### src/rtl/cga_dbl_pkg.sv
// cga_dbl_pkg: sequencer state encoding and default timing constants for the CGA line doubler
package cga_dbl_pkg;
  typedef enum logic [1:0] {HUNT = 2'd0, LOCKED = 2'd1, COAST = 2'd2} dbl_state_t;
  localparam int DBL_LINE_CLKS = 1824;
  localparam int DBL_HALF_CLKS = 912;
  localparam int DBL_PULSE_W = 2;
endpackage

### src/rtl/cga_dbl_period_chk.sv
// cga_dbl_period_chk: line position counter, period capture and tolerance compare
//   clk, reset_n : clock, async active-low reset
//   clear        : restart pos at 0 on the next cycle
//   capture      : latch the current pos as the measured line period
//   pos          : 11-bit saturating position within the input line
//   in_tol       : last captured period lies within LINE_CLKS +/- LINE_TOL
module cga_dbl_period_chk
  import cga_dbl_pkg::*;
#(
  parameter int LINE_CLKS = DBL_LINE_CLKS,
  parameter int LINE_TOL = 16
) (
  input  logic        clk,
  input  logic        reset_n,
  input  logic        clear,
  input  logic        capture,
  output logic [10:0] pos,
  output logic        in_tol
);
  logic [10:0] period;
  always_ff @(posedge clk or negedge reset_n)
    if (!reset_n) begin
      pos <= '0;
      period <= '0;
    end else begin
      pos <= clear ? 11'd0 : pos + 11'(pos != 11'h7ff);
      if (capture) period <= pos;
    end
  assign in_tol = {1'b0, period} + 12'(LINE_TOL) >= 12'(LINE_CLKS) && period <= 11'(LINE_CLKS + LINE_TOL);
endmodule

### src/rtl/cga_dbl_sequencer.sv
// cga_dbl_sequencer: CRTC-to-line-doubler timing sequencer with flywheel
//   clk, reset_n         : 28.6364 MHz clock, async active-low reset
//   hsync/vsync/vblank_in: raw CRTC timing, active high
//   line_reset           : 2-cycle line start strobe to the line-store buffer
//   dbl_vsync, dbl_blank : vertical sync and blanking for the doubled output
//   dbl_phase            : 0 first repeat, 1 second repeat of the input line
//   locked               : sequencer is in LOCKED
//   dbl_scanline         : second-repeat dim flag, built only with CGA_DBL_SCANLINE_EN
module cga_dbl_sequencer
  import cga_dbl_pkg::*;
#(
  parameter int LINE_CLKS = DBL_LINE_CLKS,
  parameter int LINE_TOL = 16,
  parameter int LOCK_LINES = 4,
  parameter int MAX_COAST = 8,
  parameter int DBL_ACTIVE = 640,
  parameter int VID_LAT = 2
) (
  input  logic clk,
  input  logic reset_n,
  input  logic hsync_in,
  input  logic vsync_in,
  input  logic vblank_in,
  output logic line_reset,
  output logic dbl_vsync,
  output logic dbl_blank,
  output logic dbl_phase,
  output logic locked,
  output logic dbl_scanline
);
  localparam int HALF = LINE_CLKS == DBL_LINE_CLKS ? DBL_HALF_CLKS : LINE_CLKS / 2;
  logic hsync_q, edge_q, issue_r, vsync_l, vblank_l, in_tol, timeout, coast_tick, issue, hsync_edge, blank_raw;
  logic [1:0] lr_cnt;
  logic [7:0] good_cnt, coast_cnt;
  logic [10:0] pos, pos_m;
  logic [VID_LAT-1:0] blank_d;
  dbl_state_t state;
  cga_dbl_period_chk #(.LINE_CLKS(LINE_CLKS), .LINE_TOL(LINE_TOL)) u_chk (
    .clk(clk),
    .reset_n(reset_n),
    .clear(issue),
    .capture(hsync_edge),
    .pos(pos),
    .in_tol(in_tol)
  );
  assign hsync_edge = hsync_in & ~hsync_q;
  // an edge always wins over a flywheel issue on the same cycle
  assign timeout = state == LOCKED && !hsync_edge && pos == 11'(LINE_CLKS + LINE_TOL);
  assign coast_tick = state == COAST && !hsync_edge && pos == 11'(LINE_CLKS - 1);
  assign issue = hsync_edge | timeout | coast_tick;
  assign line_reset = lr_cnt != 2'd0;
  assign dbl_vsync = vsync_l;
  assign locked = state == LOCKED;
  assign dbl_phase = pos >= 11'(HALF);
  assign pos_m = pos >= 11'(LINE_CLKS) ? pos - 11'(LINE_CLKS) : dbl_phase ? pos - 11'(HALF) : pos;
  assign blank_raw = pos_m >= 11'(DBL_ACTIVE) || vblank_l || state == HUNT;
  assign dbl_blank = blank_d[VID_LAT-1];
  // tolerance of an edge's period is judged one cycle later (edge_q), once it has been captured
  always_ff @(posedge clk or negedge reset_n)
    if (!reset_n) begin
      hsync_q <= 1'b0;
      edge_q <= 1'b0;
      issue_r <= 1'b0;
      lr_cnt <= '0;
      vsync_l <= 1'b0;
      vblank_l <= 1'b0;
      good_cnt <= '0;
      coast_cnt <= '0;
      state <= HUNT;
      blank_d <= '1;
    end else begin
      hsync_q <= hsync_in;
      edge_q <= hsync_edge;
      issue_r <= issue;
      lr_cnt <= issue_r ? 2'(DBL_PULSE_W) : lr_cnt != 2'd0 ? lr_cnt - 2'd1 : 2'd0;
      if (issue) vblank_l <= vblank_in;
      if (issue_r) vsync_l <= vsync_in;
      blank_d <= VID_LAT'({blank_d, blank_raw});
      case (state)
        HUNT:
          if (edge_q) begin
            if (!in_tol) good_cnt <= '0;
            else if (good_cnt == 8'(LOCK_LINES - 1)) begin
              good_cnt <= '0;
              state <= LOCKED;
            end else good_cnt <= good_cnt + 8'd1;
          end
        LOCKED:
          if (edge_q && !in_tol) begin
            good_cnt <= '0;
            state <= HUNT;
          end else if (timeout) begin
            coast_cnt <= 8'd1;
            state <= COAST;
          end
        COAST:
          if (edge_q || coast_cnt == 8'(MAX_COAST)) begin
            coast_cnt <= '0;
            good_cnt <= '0;
            state <= HUNT;
          end else if (coast_tick) coast_cnt <= coast_cnt + 8'd1;
        default: state <= HUNT;
      endcase
    end
`ifdef CGA_DBL_SCANLINE_EN
  logic [VID_LAT-1:0] sl_d;
  always_ff @(posedge clk or negedge reset_n)
    if (!reset_n) sl_d <= '0;
    else sl_d <= VID_LAT'({sl_d, dbl_phase & ~blank_raw});
  assign dbl_scanline = sl_d[VID_LAT-1];
`else
  assign dbl_scanline = 1'b0;
`endif
endmodule

### config.mk
export PLATFORM = sky130hd
export DESIGN_NAME = cga_dbl_sequencer
export DESIGN_NICKNAME = d
export VERILOG_FILES = /design/src/rtl/cga_dbl_pkg.sv /design/src/rtl/cga_dbl_period_chk.sv /design/src/rtl/cga_dbl_sequencer.sv
export SDC_FILE = /design/constraint.sdc
export NUM_CORES = 1
export LEC_CHECK = 0
export CAP_MARGIN = 20
export CELL_PAD_IN_SITES_DETAIL_PLACEMENT = 0
export CELL_PAD_IN_SITES_GLOBAL_PLACEMENT = 2
export CORE_UTILIZATION = 31
export CTS_BUF_LIST = sky130_fd_sc_hd__clkbuf_16
export DETAILED_ROUTE_END_ITERATION = 8
export DONT_BUFFER_PORTS = 1
export GPL_TIMING_DRIVEN = 0
export PLACE_DENSITY = 0.68
export SYNTH_ARGS = -nofsm -noshare
export SYNTH_HDL_FRONTEND = slang
export SYNTH_SLANG_ARGS = --single-unit
### constraint.sdc
create_clock -name clk -period 2.3 [get_ports clk]
set_clock_uncertainty 0.1 [all_clocks]
set_input_delay 0 -clock clk [delete_from_list [all_inputs] [get_ports clk]]
set_output_delay 0 -clock clk [all_outputs]
set_load 0.05 [all_outputs]
==> run_results.csv, run 1 <==
group,metric,value,unit
layout,fillers,943,
synthesis,synth_area,3080,sq um
sta,rsz0062_at_grt,"yes",
place,dp_cells,471,
setup_path,cp-end-kind,"register",
synthesis,synth_compound_area_share,18.5,%
setup_path,critical-path-top-delay-family,"simple AND/OR/NAND/NOR gates",
routing,drt-pass1-iter-count,4,
synthesis,synthSimpleGateAreaFrac,25.4,%
setup_path,critPathLaunchType,"register",
layout,nNetsFinal,412,
setup_path,cp.arrival,2.55,ns
die,coreArea,9680,sq um
power,sequentialPowerShare,39.1,%
synthesis,ys_async_sr_fraction,100,%
setup_path,critPathMaxFanout,3,
die,die_area,10300,sq um
setup_path,slowest_delay,0.46,ns
cts,cts_sinks,49,
sta,final.setup.tns,-0.687,ns
sta,setup_viol,7,
global_routing,grt_max_degree,50,
routing,remaining_drc_errors,0,
layout,finalInstanceArea,4080,sq um
sta,timing.final.ws_setup,-0.181,ns
place,port_buffers,0,
synthesis,synth_warnings,0,
place,dp_hpwl,5100,um
power,sw_frac_of_total,36.1,%
power,cellPowerDensity,714,nW/um^2
routing,drtIter0Drc,80,
routing,via_count,2650,
synthesis,synth_cells,338,
routing,avgViaCountPerCell,5.07,
run_status,violations,"negative setup slack",
routing,ant_nets,0,
run_status,run_status,"finished with violations",
synthesis,synth_top_family_by_area,"simple AND/OR/NAND/NOR gates",
routing,totalWireLength,7840,um
run,drv_cap,0,
cts,cts_made_buffers,5,
power,pwr-share-comb,34.8,%
sta,hold_violations,0,
die,dieWidth,102,um
cts,cts_buffer_depth,2,
setup_path,crit_buf_inv,1,
layout,drive_above_1_share,32.8,%
cts,clk_pin_slew_worst_paths,0.07,ns
sta,fmax,403,MHz
layout,area_growth,32.4,%
worst_hold_path,min_path_type,"in -> reg",
sta,post-route-min-period,2.48,ns
layout,diodes,0,
power,clock_power_share,26.1,%
die,ios,11,
synthesis,synth-adder-area-share,7.32,%
sta,slew_headroom,61.5,%
synthesis,synth.distinct_cells,68,
power,p_switching,1.05,mW
cts,htreeDepth,2,
global_routing,antenna_found_initial,0,
power,p_int,1.86,mW
global_routing,grt_pass1_vias,2606,
place,placed_area,3260,sq um
sta,worst_pin_slew,0.573,ns
die,start_util,31.8,%
power,leakage,1.66,nW
synthesis,syn_nets,361,
place,place_congestion,0.792,
sta,holdWs,0.0264,ns
cts,cts_tree,"built",
cts,clk_latency,0.29,ns
die,die_h,102,um
setup_path,required,2.37,ns
sta,slew_viol_final,0,
synthesis,synth_mux_area_share,1.06,%
routing,detail_route.wl_per_cell,15.0,um
die,rows,36,
synthesis,yosysSeqAreaShare,39.9,%
layout,instances_no_fill,523,
cts,root_buffer,"clkbuf_16",
synthesis,synth-seq-cells,49,
synthesis,syn_avg_cell_area,9.11,sq um
global_routing,gr-total-overflow,0,
global_routing,grt_use_total,16.4,%
synthesis,yosys_most_used_dff,"dfrtp_1",
setup_path,path_class,"reg -> reg",
sta,post-route-period-util,108,%
setup_path,cp_slowest_cell,"or4b_4",
synthesis,synth-xor-area-share,2.56,%
setup_path,crit_chain,"inv_2, ha_4, or4b_4, o21ai_2, a21oi_2, or3_4, a21o_4, a221o_1",
global_routing,grt_pass1_wl,13100,um
synthesis,synth-edff-count,0,
power,ir_worst_vdd,0.325,mV
==> metal layers <==
layer | up-vias | GRT usage [%] | wire, um
met3 | 12 | 2.62 | 153
met2 | 30 | 25.3 | 3490
li1 | 1318 | - | -
met1 | 1290 | 23.6 | 4040
met5 | - | 0 | 0
met4 | 0 | 5.13 | 151
==> cell usage in the layout (no fill, tap or decap), drive strengths merged, types with 4 or more instances in the layout <==
cell,count
dlygate4sd3,4
a31oi,5
and3,4
nor2,25
a21o,4
and2,5
nand2,44
a21oi,13
nand4,7
a311oi,4
nand3,21
nor3,7
ha,18
buf,49
nor4,6
o211ai,7
dfrtp,47
xnor2,7
or3,8
o21ai,13
o2bb2ai,5
inv,24
clkbuf,10
==> power groups by stage <==
| stage | registers, mW | logic [mW] | clock network [mW] |
|---|---|---|---|
| 2_1_floorplan | 1.12 | 0.560 | 0 |
| 3_3_place_gp | 1.15 | 0.718 | 0 |
| 3_5_place_dp | 1.15 | 0.710 | 0 |
| 4_1_cts | 1.13 | 0.940 | 0.778 |
| 5_1_grt | 1.16 | 1.13 | 0.813 |
| 6_report | 1.14 | 1.01 | 0.760 |
==> final cells by class <==
class / count / area (sq um) / area share (%)
buffer: 12 / 75.1 / 1.84
clock buffer: 5 / 125 / 3.07
clock inverter: 3 / 22.5 / 0.552
inverter: 24 / 90.1 / 2.21
multi-input combinational: 251 / 1970 / 48.4
sequential: 49 / 1240 / 30.3
tap: 133 / 166 / 4.08
timing repair buffer: 46 / 387 / 9.48
==> cell usage after synthesis (all sizes together), types with 3 or more instances <==
library cell	number	share of area, %
a311oi	4	1.1
o21ai	13	2.1
o2bb2ai	5	1.4
a31oi	5	1.2
or2	3	0.61
nand2	44	5.4
or3	8	1.8
clkbuf	6	0.73
buf	8	1.5
o22ai	3	0.61
dfrtp	47	38
nand4	7	1.4
a21oi	13	2.1
and2	5	1.0
nor3	7	1.1
nor4	6	1.9
a21o	4	0.98
nor2	25	3.0
o211ai	7	1.9
ha	18	7.3
xnor2	7	2.0
nand2b	3	0.61
and3	4	0.81
nand3	21	4.4
inv	24	2.9
==> path summary, 6_finish.rpt <==
kind	start	to	slack, ns	depth (start not counted)
max	coast_cnt[0]	good_cnt[7]	-0.18	8
min	hsync_in	u_chk.period[10]	0.03	4
max reg2reg	coast_cnt[0]	good_cnt[7]	-0.18	8
min reg2reg	blank_d[0]	blank_d[1]	0.26	0
max in group asynchronous	reset_n	blank_d[0]	1.69	2
min in group asynchronous	reset_n	coast_cnt[5]	0.11	2
==> repair_timing <==
| action | 4_1_cts | 5_1_grt |
|---|---|---|
| pin swaps | 16 | 17 |
| resized for setup | 38 | 27 |
| endpoints found under the hold margin | 52 | 0 |
| hold buffers | 5 | 0 |
| endpoints found under the setup margin | 31 | 24 |
| buffers inserted | 26 | 15 |
==> flip-flops by register name, indices dropped and copies added, names as in the netlist <==
register,count
blank_d,2
coast_cnt,8
dbl_vsync,1
edge_q,1
good_cnt,8
hsync_q,1
issue_r,1
lr_cnt,2
state,2
u_chk.period,11
u_chk.pos,11
vblank_l,1
==> per-stage QoR <==
stage / setup slack [ns] / power [mW] / utilization [%]
after floorplan: -0.0802 / 1.68 / -
after global placement: -0.404 / 1.87 / 33.7
after detailed placement: -0.390 / 1.86 / 33.7
after CTS: -0.180 / 2.85 / 39.5
after global routing: -0.273 / 3.10 / 42.1
final: -0.181 / 2.91 / 42.1
==> cell families (layout without fill, tap and decap cells) <==
group                      after synthesis  in the layout
and+or+nand+nor                        144            144
AOI/OAI and AO/OA                       76             76
DFF                                     49             49
buffers and inverters                   38             90
adders and majority gates               18             18
xor gates and xnor gates                 9              9
muxes                                    3              3
other                                    1              1
==> tightest hold or removal path, stage by stage <==
cell	delay, ns
nand2b_1	0.05
buf_2	0.18
nand2_1	0.08
o21ai_0	0.06
(Power assumes the default switching activity.)
==> run 2: changes to the inputs <==
Settings changed: GPL_TIMING_DRIVEN 0 to default, PLACE_DENSITY 0.68 to 0.69.
==> run_results.csv, run 2 (synthesis results as in run 1) <==
group,metric,value,unit
cts,cts_made_buffers,5,
routing,ant_nets,0,
sta,post-route-period-util,103,%
routing,detail_route.wl_per_cell,14.8,um
place,port_buffers,0,
layout,drive_above_1_share,30.8,%
place,dp_hpwl,5740,um
sta,holdWs,0.0289,ns
setup_path,path_class,"reg -> reg",
run,drv_cap,0,
layout,diodes,0,
die,die_h,102,um
setup_path,required,2.37,ns
run_status,violations,"negative setup slack",
global_routing,grt_pass1_wl,13300,um
cts,cts_buffer_depth,2,
power,ir_worst_vdd,0.469,mV
worst_hold_path,min_path_type,"in -> reg",
power,cellPowerDensity,711,nW/um^2
place,place_congestion,0.743,
sta,fmax,422,MHz
die,start_util,31.8,%
power,leakage,1.76,nW
sta,rsz0062_at_grt,"yes",
power,power.total,2.89,mW
cts,htreeDepth,2,
routing,via_count,2720,
routing,remaining_drc_errors,0,
global_routing,grt_max_degree,50,
routing,drt-pass1-iter-count,4,
layout,finalInstanceArea,4060,sq um
sta,timing.final.ws_setup,-0.0716,ns
cts,clk_latency,0.28,ns
global_routing,antenna_found_initial,0,
routing,drtIter0Drc,80,
layout,nNetsFinal,431,
setup_path,setup.worst_path.start,"coast_cnt[0]",
setup_path,r2r_start,"coast_cnt[0]",
setup_path,cp-end-kind,"register",
place,pre_cts_ws,-0.0838,ns
global_routing,grt_pass1_vias,2673,
layout,area_growth,31.9,%
cts,clk_pin_slew_worst_paths,0.07,ns
routing,totalWireLength,8000,um
sta,slew_viol_final,0,
setup_path,critPathMaxFanout,4,
layout,layout_commonest_cell,"buf_4",
cts,cts_tree,"built",
routing,avgViaCountPerCell,5.02,
setup_path,cp.arrival,2.44,ns
sta,post-route-min-period,2.37,ns
layout,largest_registers,"u_chk.period x11, u_chk.pos x11",
sta,final.setup.tns,-0.148,ns
cts,root_buffer,"clkbuf_16",
die,ios,11,
layout,mostFrequentLayoutCells,"buf_4, dfrtp_1, nand2_1, nor2_1, inv_1",
setup_path,critPathLaunchType,"register",
die,die_area,10300,sq um
sta,hold_violations,0,
die,rows,36,
global_routing,grt_use_total,16.8,%
sta,slew_headroom,65.4,%
worst_hold_path,worstHoldStart,"hsync_in",
cts,cts_sinks,49,
run_status,run_status,"finished with violations",
sta,worst_pin_slew,0.515,ns
place,placed_area,3570,sq um
die,dieWidth,102,um
sta,setup_viol,4,
global_routing,gr-total-overflow,0,
die,coreArea,9680,sq um
run 2: cell types whose count changed in the layout (fill, tap and decap cells not counted), sizes merged:
cell and change:
buf +24, clkbuf -5, clkinv +2, clkinvlp -2
run 2: worst paths after layout:
| check | to | slack [ns] | cells past startpoint |
|---|---|---|---|
| setup / recovery | good_cnt[6] | -0.07 | 8 |
| hold / removal | u_chk.period[10] | 0.03 | 3 |
| setup reg to reg | good_cnt[6] | -0.07 | 8 |
| hold reg to reg | blank_d[1] | 0.26 | 0 |
| max in group asynchronous | blank_d[1] | 1.69 | 2 |
| min in group asynchronous | lr_cnt[0] | 0.12 | 2 |
run 2: critical path: stages (launching register included):
cell,delay [ns]
dfrtp_1,0.39
inv_2,0.06
ha_1,0.13
or4b_4,0.47
o21ai_2,0.14
a21oi_2,0.07
or3_4,0.39
a21o_1,0.19
a221o_1,0.32
run 2: area by class of cell:
cell class,instances,area (sq um)
Clock inverter,3,17.5
Clock buffer,5,125
Fill cell,978,5630
Inverter,24,90.1
Multi-Input combinational cell,251,1820
Tap cell,133,166
Timing Repair Buffer,77,612
Sequential cell,49,1230
run 2: stage by stage:
step / utilization, % / instances
after floorplan: - / 338
after global placement: 36.9 / 508
after detailed placement: 36.9 / 508
after CTS: 40.4 / 538
after global routing: 41.9 / 542
final: 41.9 / 542
run 2: timing repair:
item,in CTS,in global routing
hold buffers,5,0
pin swaps,2,4
buffers inserted,17,6
gates resized for setup,1,20
setup endpoints to repair,8,18
endpoints found under the hold margin,52,0
run 2: report_power, final:
part | internal [mW] | total, mW | switching, mW
sequential | 0.993 | 1.10 | 0.109
combinational | 0.491 | 1.07 | 0.577
clock | 0.399 | 0.716 | 0.317
run 2: routing by layer:
layer	share of wire [%]	vias up	GRT usage (%)
met5	0	-	0
met4	1.7	0	4.91
met3	2.7	10	2.90
met2	46	41	26.2
met1	50	1312	23.6
li1	-	1357	-
